## src/rtl/rr_arbiter_pkg.sv

```systemverilog
// Shared types and default sizing for the round-robin arbiter.
package rr_arb_pkg;

    typedef enum logic {
        IDLE  = 1'b0,
        OWNED = 1'b1
    } arb_state_t;

    localparam int DEF_N_REQ    = 3;
    localparam int DEF_MAX_HOLD = 8;

endpackage

```

## src/rtl/rr_arbiter_if.sv

```systemverilog
// Requester-side bus of the arbiter: request levels in, one-hot grant and status out.
interface rr_arbiter_if
    import rr_arb_pkg::*;
#(
    parameter int N_REQ = DEF_N_REQ,
    parameter int ID_W  = $clog2(N_REQ)
);
    logic [N_REQ-1:0] req;
    logic [N_REQ-1:0] gnt;
    logic [ID_W-1:0]  gnt_id;
    logic             busy;
    logic             preempt;

    // master is the arbiter, slave is the requester/datapath side
    modport master (input req, output gnt, gnt_id, busy, preempt);
    modport slave  (output req, input gnt, gnt_id, busy, preempt);
endinterface

```

## src/rtl/rr_arbiter_pick.sv

```systemverilog
// Rotating first-set-bit search: scans mask from ptr upward with wrap to bit 0.
module rr_pick
    import rr_arb_pkg::*;
#(
    parameter int N_REQ = DEF_N_REQ,
    parameter int ID_W  = $clog2(N_REQ)
) (
    input  logic [N_REQ-1:0] mask_i,
    input  logic [ID_W-1:0]  ptr_i,
    output logic             found_o,
    output logic [ID_W-1:0]  idx_o,
    output logic [N_REQ-1:0] onehot_o
);

    always_comb begin
        int j;
        j        = 0;
        found_o  = 1'b0;
        idx_o    = '0;
        onehot_o = '0;
        for (int k = 0; k < N_REQ; k++) begin
            j = (int'(ptr_i) + k) % N_REQ;
            if (!found_o && mask_i[j]) begin
                found_o     = 1'b1;
                idx_o       = ID_W'(j);
                onehot_o[j] = 1'b1;
            end
        end
    end

endmodule

```

## src/rtl/rr_arbiter.sv

```systemverilog
// Round-robin arbiter with a hold-time limit; grants are registered and one-hot.
//
//   state | meaning
//   IDLE  | no owner, gnt all zero
//   OWNED | exactly one owner, gnt_id/hold_cnt track it
module rr_arbiter
    import rr_arb_pkg::*;
#(
    parameter int N_REQ    = DEF_N_REQ,
    parameter int MAX_HOLD = DEF_MAX_HOLD,
    parameter int ID_W     = $clog2(N_REQ),
    parameter int CNT_W    = $clog2(MAX_HOLD)
) (
    input  logic         clk,
    input  logic         rst,
    rr_arbiter_if.master bus
);

    if (N_REQ < 2) begin : g_bad_n_req
        $error("rr_arbiter: N_REQ must be >= 2");
    end
    if (MAX_HOLD < 2) begin : g_bad_max_hold
        $error("rr_arbiter: MAX_HOLD must be >= 2");
    end

    localparam logic [ID_W-1:0]  LAST_ID  = ID_W'(N_REQ - 1);
    localparam logic [CNT_W-1:0] HOLD_LIM = CNT_W'(MAX_HOLD - 1);

    arb_state_t       state_q, state_d;
    logic [N_REQ-1:0] gnt_q, gnt_d;
    logic [ID_W-1:0]  gnt_id_q, gnt_id_d;
    logic [ID_W-1:0]  ptr_q, ptr_d;
    logic [CNT_W-1:0] hold_cnt_q, hold_cnt_d;
    logic             preempt_q, preempt_d;

    logic [ID_W-1:0]  owner_nxt;
    logic             owner_req;
    logic [N_REQ-1:0] pick_mask;
    logic [ID_W-1:0]  pick_ptr;
    logic             pick_found;
    logic [ID_W-1:0]  pick_idx;
    logic [N_REQ-1:0] pick_onehot;

    assign owner_nxt = (gnt_id_q == LAST_ID) ? '0 : gnt_id_q + ID_W'(1);
    assign owner_req = |(bus.req & gnt_q);
    // Removing the owner covers both cases: on release its req is already low,
    // on preemption it must not win again.
    assign pick_mask = bus.req & ~gnt_q;
    assign pick_ptr  = (state_q == OWNED) ? owner_nxt : ptr_q;

    rr_pick #(
        .N_REQ (N_REQ),
        .ID_W  (ID_W)
    ) u_pick (
        .mask_i   (pick_mask),
        .ptr_i    (pick_ptr),
        .found_o  (pick_found),
        .idx_o    (pick_idx),
        .onehot_o (pick_onehot)
    );

    always_comb begin
        state_d    = state_q;
        gnt_d      = gnt_q;
        gnt_id_d   = gnt_id_q;
        ptr_d      = ptr_q;
        hold_cnt_d = hold_cnt_q;
        preempt_d  = 1'b0;
        case (state_q)
            IDLE: begin
                if (pick_found) begin
                    state_d    = OWNED;
                    gnt_d      = pick_onehot;
                    gnt_id_d   = pick_idx;
                    hold_cnt_d = '0;
                end
            end
            OWNED: begin
                if (!owner_req) begin
                    ptr_d      = owner_nxt;
                    hold_cnt_d = '0;
                    if (pick_found) begin
                        gnt_d    = pick_onehot;
                        gnt_id_d = pick_idx;
                    end else begin
                        state_d  = IDLE;
                        gnt_d    = '0;
                        gnt_id_d = '0;
                    end
                end else if (hold_cnt_q == HOLD_LIM && pick_found) begin
                    ptr_d      = owner_nxt;
                    gnt_d      = pick_onehot;
                    gnt_id_d   = pick_idx;
                    hold_cnt_d = '0;
                    preempt_d  = 1'b1;
                end else if (hold_cnt_q != HOLD_LIM) begin
                    hold_cnt_d = hold_cnt_q + CNT_W'(1);
                end
            end
            default: begin
                state_d = IDLE;
                gnt_d   = '0;
            end
        endcase
    end

    always_ff @(posedge clk or posedge rst) begin
        if (rst) begin
            state_q    <= IDLE;
            gnt_q      <= '0;
            gnt_id_q   <= '0;
            ptr_q      <= '0;
            hold_cnt_q <= '0;
            preempt_q  <= 1'b0;
        end else begin
            state_q    <= state_d;
            gnt_q      <= gnt_d;
            gnt_id_q   <= gnt_id_d;
            ptr_q      <= ptr_d;
            hold_cnt_q <= hold_cnt_d;
            preempt_q  <= preempt_d;
        end
    end

    assign bus.gnt     = gnt_q;
    assign bus.gnt_id  = gnt_id_q;
    assign bus.busy    = (state_q == OWNED);
    assign bus.preempt = preempt_q;

endmodule

```

## src/flat_wrapper.sv

```systemverilog
// flat-port wrapper written by rule: the top's interface ports become plain ports
module rr_arbiter_flat import rr_arb_pkg::*;
#(
    parameter int N_REQ    = DEF_N_REQ,
    parameter int MAX_HOLD = DEF_MAX_HOLD,
    parameter int ID_W     = $clog2(N_REQ),
    parameter int CNT_W    = $clog2(MAX_HOLD)
)
  (clk, rst, bus_req, bus_gnt, bus_gnt_id, bus_busy, bus_preempt);
  rr_arbiter_if #(.N_REQ(N_REQ), .ID_W(ID_W)) bus_i ();
  input  logic clk;
  input  logic rst;
  input wire logic [$bits(bus_i.req)-1:0] bus_req;
  output wire logic [$bits(bus_i.gnt)-1:0] bus_gnt;
  output wire logic [$bits(bus_i.gnt_id)-1:0] bus_gnt_id;
  output wire logic [$bits(bus_i.busy)-1:0] bus_busy;
  output wire logic [$bits(bus_i.preempt)-1:0] bus_preempt;
  assign bus_i.req = bus_req;
  assign bus_gnt = bus_i.gnt;
  assign bus_gnt_id = bus_i.gnt_id;
  assign bus_busy = bus_i.busy;
  assign bus_preempt = bus_i.preempt;
  rr_arbiter #(.N_REQ(N_REQ), .MAX_HOLD(MAX_HOLD), .ID_W(ID_W), .CNT_W(CNT_W)) u_core (.clk(clk), .rst(rst), .bus(bus_i));
endmodule
```

## config.mk

```make
export PLATFORM = sky130hd
export DESIGN_NAME = rr_arbiter_flat
export DESIGN_NICKNAME = d
export VERILOG_FILES = /design/src/rtl/rr_arbiter_pkg.sv /design/src/rtl/rr_arbiter_if.sv /design/src/rtl/rr_arbiter_pick.sv /design/src/rtl/rr_arbiter.sv /design/src/flat_wrapper.sv
export SDC_FILE = /design/constraint.sdc
export NUM_CORES = 1
export LEC_CHECK = 0
export BUFFER_PORTS_ARGS = -buffer_cell sky130_fd_sc_hd__buf_2
export CAP_MARGIN = 20
export CORE_ASPECT_RATIO = 0.9
export CORE_MARGIN = 4
export CORE_UTILIZATION = 35
export DETAILED_ROUTE_END_ITERATION = 8
export PLACE_DENSITY_LB_ADDON = 0.08
export SLEW_MARGIN = 20
export SYNTH_ARGS = -nofsm -noshare
export SYNTH_HDL_FRONTEND = slang
export SYNTH_HIERARCHICAL = 1
export SYNTH_SLANG_ARGS = --single-unit
```

## constraint.sdc

```tcl
create_clock -name clk -period 3.8 [get_ports clk]
set_input_delay 0.38 -clock clk [delete_from_list [all_inputs] [get_ports clk]]
set_output_delay 0.38 -clock clk [all_outputs]
set_load 0.01 [all_outputs]
```

== Word level (Yosys, flattened, before mapping) ==
Cells that the tools add are included.

* Bits in registers: 12
* Input bits: 5
* Output and inout bits: 7
* Logic and storage cells: 93

* Add/sub/neg operators: 4
* Div/mod/pow operators: 3
* Magnitude comparators: 6
* Equality and inequality tests: 7
* Multiplexer cells: 49
* Bitwise logic cells: 6
* Reductions and logical operators: 12

{| class="wikitable"
|+ Operators by type and width
! operator !! number
|-
| $ge A32 B1 Y1 const B || 3
|-
| $lt A32 B4 Y1 const B || 3
|-
| $mod A32 B3 Y32 const B || 2
|-
| $mux W3 || 11
|-
| $mod A3 B3 Y32 const B || 1
|-
| $mux W2 || 11
|-
| $mux W1 || 17
|-
| $pmux W3 S2 || 2
|-
| $and A3 B3 Y3 || 2
|-
| $bmux W1 S2 || 3
|-
| $demux W1 S2 || 3
|-
| $logic_and A1 B1 Y1 || 6
|-
| $ne A3 B3 Y1 const B || 2
|-
| $or A3 B3 Y3 || 2
|-
| $reduce_and A2 Y1 || 3
|-
| $ne A4 B4 Y1 const B || 1
|-
| $pmux W2 S2 || 1
|-
| $add A2 B1 Y3 const B || 1
|-
| $add A2 B2 Y3 const B || 1
|-
| $add A3 B1 Y3 const B || 1
|-
| $eq A3 B3 Y1 const B || 1
|-
| $not A3 Y3 || 1
|-
| $reduce_or A3 Y1 || 1
|-
| $add A2 B1 Y2 const B || 1
|-
| 6 further kinds || 7
|}

== Depth between registers and ports, before layout ==
* Depth after elaboration: 18
* Depth in mapped cells: 12
* Depth with buffers taken out: 11

== Hierarchy ==
Netlist, hierarchy kept.

{| class="wikitable"
|+ By module, submodules not included
! module !! instances !! cells each !! area an instance (µm²) !! seq. area each (µm²)
|-
| rr_arbiter || 1 || 57 || 651.9 || 300.3
|-
| rr_pick || 1 || 43 || 310.3 || 0.0
|}

== Worst setup path after synthesis ==
No wires, ideal clock.

* Kind: reg-to-reg
* Start point: register u_core.state_q (netlist: u_core/bus.busy)
* End point: register u_core.ptr_q[0]
* Setup time: 125 ps
* Arrival time: 3,149 ps
* Data required time: 3,675 ps
* Setup slack: 526 ps
* Stages on the path, launching flop included: 13
* Path buffers: 3
* Clock period less this slack: 3,274 ps
* Cells stage by stage: dfrtp_1 -> buf_4 -> mux2_2 -> inv_1 -> ha_1 -> buf_6 -> mux2_4 -> mux2_4 -> or4_1 -> clkbuf_1 -> and2_1 -> o21ai_4 -> mux2_4

* Cells in the longest elaborated chain, start to end: 15
* Elaborated cells between the ends (all ways): 25
* Those cells by class: add/sub: 2; div: 3; eq/ne: 1; mux: 13; reduce/logical: 6

{| class="wikitable"
|+ RTL lines
! item !! RTL line !! RTL
|-
| start: declaration || rr_arbiter.sv:29 || <nowiki>arb_state_t state_q, state_d;</nowiki>
|-
| start signal: assignment || rr_arbiter.sv:116 || <nowiki>state_q <= state_d;</nowiki>
|-
| $mux W2 * || rr_arbiter.sv:49 || <nowiki>assign pick_ptr = (state_q == OWNED) ? owner_nxt : ptr_q;</nowiki>
|-
| via u_core.pick_ptr[1] || rr_arbiter.sv:39 || <nowiki>logic [ID_W-1:0] pick_ptr;</nowiki>
|-
| branches (longest 10 deep; another with $mod A32 B3 Y32) || n/a ||
|-
| $mux W1 * || rr_arbiter_pick.sv:23 || <nowiki>if (!found_o && mask_i[j]) begin</nowiki>
|-
| via u_core.pick_found || rr_arbiter.sv:40 || <nowiki>logic pick_found;</nowiki>
|-
| $logic_and A1 B1 Y1 * || rr_arbiter.sv:90 || <nowiki>end else if (hold_cnt_q == HOLD_LIM && pick_found) begin</nowiki>
|-
| $ne A2 B2 Y1 (no line) * || n/a ||
|-
| $reduce_and A2 Y1 (no line) * || n/a ||
|-
| end signal: assignment || rr_arbiter.sv:119 || <nowiki>ptr_q <= ptr_d;</nowiki>
|-
| end: declaration || rr_arbiter.sv:32 || <nowiki>logic [ID_W-1:0] ptr_q, ptr_d;</nowiki>
|}

Mark *: on every way through the listed nets, which the timed path passes. The select of a mux whose other input is x is not followed.
A chain may end at the register's enable or synchronous reset.

== Final worst setup path ==
* Start point: register u_core.gnt_id_q[0] (netlist: u_core/bus.gnt_id[0])
* End point: register u_core.ptr_q[0]

* Cells in the longest elaborated chain, start to end: 17
* Elaborated cells between the ends (all ways): 30
* Those cells by class: add/sub: 3; div: 3; eq/ne: 2; mux: 16; reduce/logical: 6

{| class="wikitable"
|+ RTL lines
! item !! RTL line !! RTL
|-
| start: declaration || rr_arbiter.sv:31 || <nowiki>logic [ID_W-1:0] gnt_id_q, gnt_id_d;</nowiki>
|-
| start signal: assignment || rr_arbiter.sv:118 || <nowiki>gnt_id_q <= gnt_id_d;</nowiki>
|-
| $add A2 B1 Y2 / $eq A2 B2 Y1 (equally long branches) || rr_arbiter.sv:44 || <nowiki>assign owner_nxt = (gnt_id_q == LAST_ID) ? '0 : gnt_id_q + ID_W'(1);</nowiki>
|-
| $mux W2 * || rr_arbiter.sv:44 ||
|-
| $mux W2 * || rr_arbiter.sv:49 ||
|-
| via u_core.pick_ptr[1] || rr_arbiter.sv:39 ||
|-
| branches (longest 10 deep; another with $mod A32 B3 Y32) || n/a ||
|-
| $mux W1 * || rr_arbiter_pick.sv:23 ||
|-
| via u_core.pick_found || rr_arbiter.sv:40 ||
|-
| $logic_and A1 B1 Y1 * || rr_arbiter.sv:90 ||
|-
| $ne A2 B2 Y1 (no line) * || n/a ||
|-
| $reduce_and A2 Y1 (no line) * || n/a ||
|}

Marks and branches as above.

==> flow_summary.ini <==
[clock_tree]
root_buffer = clkbuf_4
cts_resized = 0
cts_sinks = 12
numCtsBuffers = 3
clock_latency_ns = 0.26
cts_hold_buf = 0
htree_num_levels = 1
path_clk_slew_ns = 0.06
cts_tree = built
clockBufferDepth = 2
cts_setup_buffers = 0

[die]
pin_count = 12
core_region_area_um2 = 2530
initial_core_util_pct = 38.0
fp.dieW_um = 63.3
die-height_um = 57.7
dieArea_um2 = 3650
rows = 17

[global_routing]
grt_pass1_vias = 712
grt_remaining_overflow = 0
antenna_found_initial = 0
track_usage_pct = 11.5
grt_start_max_net_pins = 13
grt_first_pass_wirelength_um = 3340

[logic_synthesis]
synth_common_cells = 12 x dfrtp_1, 7 x inv_1, 7 x nand2_1
synth_top_area_share_pct = 31.2
synthCells = 100
ys_ff_latch = 12
synth-seq-area-share_pct = 31.2
synth_edf_count = 0
synth_top_area_cell = dfrtp_1
synthesis.nets = 111
async_flop_share_pct = 100
synthTopCellsByArea = dfrtp_1 31%, ha_1 7.8%, mux2_4 6.2%
synth.cell_area_um2 = 962
ys_dominant_reg_cell = dfrtp_1
ys_types = 33
post-synth-top-count-cell = dfrtp_1
yosysWarnings = 6
avgSynthCellArea_um2 = 9.62

[timing]
rsz0062_at_grt = no
slew_violations = 0
tightestPinTransition_ns = 0.485
setup_tns_ns = 0
fin_skew_ns = 0.000456
min_period_ns = 3.17
timing.hold.ws_ns = 0.108
hold_violations = 0
relSlewSlack_pct = 66.7
setup_viol = 0
finalCritPeriodShare_pct = 83.5
fmax_mhz = 315

[layout]
fin_nets = 126
area_delta_synth_final_pct = 10.9
num-fill-cells = 254
final_util_pct = 42.2
drive_gt1_share_pct = 30.1
diodes = 0
layoutNonFillerInstCount = 141

[place]
hpwl_um = 1570
dp.cells = 138
gp_congestion = 0.850
io_buffer_count = 11

[worst_setup_path]
path_cells = nor2b_1 -> mux2_2 -> inv_1 -> ha_1 -> mux2_4 -> mux2_4 -> or4_1 -> and2_1 -> o21ai_4 -> mux2_4
critPathRequiredTime_ns = 3.95
worstPathArrival_ns = 3.33
rrSetupSlack_ns = 0.63
critPathMaxStageDelay_ns = 0.49
cp-end-kind = flop
slowest_stage = or4_1
crit_fanout = 9
critPathKind = reg2reg
crit_top_cell = mux2_4
startpoint_type = flop

[route]
drt-vias-per-instance = 5.64
top_layer = met3
drt_iter0_drc = 33
wl_met2_um = 839
wirelength_um = 2000
drc_errors = 0
drt-met1-wl_um = 1030
wl_met3_um = 121
ant_nets = 0
first_pass_iters = 4
wl_per_cell_um = 14.1
vias = 795

[status]
status = completed

[min_path]
min_path_type = in2async

[run]
max-cap-violations = 0
-- logic make-up after synthesis --
kind of cell	after synthesis	synth area share, %
simple gates	34	19.6
compound gates	27	22.6
flops	12	31.2
buf+inv	11	5.85
mux	10	12.9
fa+ha+maj	6	7.80
-- final timing paths --
kind / cells past startpoint / start / end
min in group clk: 1 / u_core/hold_cnt_q[2] / u_core/hold_cnt_q[2]
min reg2reg: 1 / u_core/hold_cnt_q[2] / u_core/hold_cnt_q[2]
max: 10 / u_core/bus.gnt_id[0] / u_core/ptr_q[0]
min: 2 / rst / u_core/bus.preempt
max in group asynchronous: 2 / rst / u_core/bus.gnt[1]
max reg2reg: 10 / u_core/bus.gnt_id[0] / u_core/ptr_q[0]
-- cell usage in the layout (no fill, tap or decap), drive strengths merged, types with 3 or more instances in the layout --
| master | instances |
|---|---|
| buf | 14 |
| dfrtp | 12 |
| nand2 | 7 |
| inv | 7 |
| o21ai | 7 |
| mux2 | 7 |
| nand3 | 6 |
| ha | 6 |
| a21oi | 6 |
| nand2b | 5 |
| o221a | 5 |
| nor2b | 5 |
| nor2 | 4 |
| clkbuf | 3 |
| mux2i | 3 |
-- flip-flops by register name, indices dropped and copies added, names as in the netlist --
| name | count |
|---|---|
| u_core/ptr_q | 2 |
| u_core/bus.preempt | 1 |
| u_core/bus.gnt | 3 |
| u_core/hold_cnt_q | 3 |
| u_core/bus.gnt_id | 2 |
| u_core/bus.busy | 1 |
-- per-stage QoR --
stage               worst slack, ns  area, um2
global route                  0.394       1070
global placement              0.692       1040
detailed placement            0.637       1040
finish                        0.627       1070
CTS                           0.621       1070
floorplan                     0.526        962
-- metal layers --
metal	track usage, %	vias to the layer above
met2	15.9	19
met4	1.85	0
met5	0	-
met1	16.8	381
met3	4.46	0
li1	-	395
-- final cells by class --
type                            count  area (um2)  area share (%)
Tap cell                           28        35.0            3.28
Timing Repair Buffer               14        77.6            7.27
Clock buffer                        3        22.5            2.11
Sequential cell                    12         300            28.1
Inverter                            7        26.3            2.46
Multi-Input combinational cell     77         606            56.7
-- worst max-delay path: cells and delay by family, from the launching register on --
family                   cells  cell delay, ns
multiplexers                 4            1.22
AND/OR/NAND/NOR              3            0.83
buffers and inverters        1            0.08
adder cells (fa/ha/maj)      1            0.36
AO/OA/AOI/OAI                1            0.16
flip-flops                   1            0.40
Power is left out: the tool's default activity adds up to more than one toggle a clock period on the data nets, which glitch-free logic cannot reach.
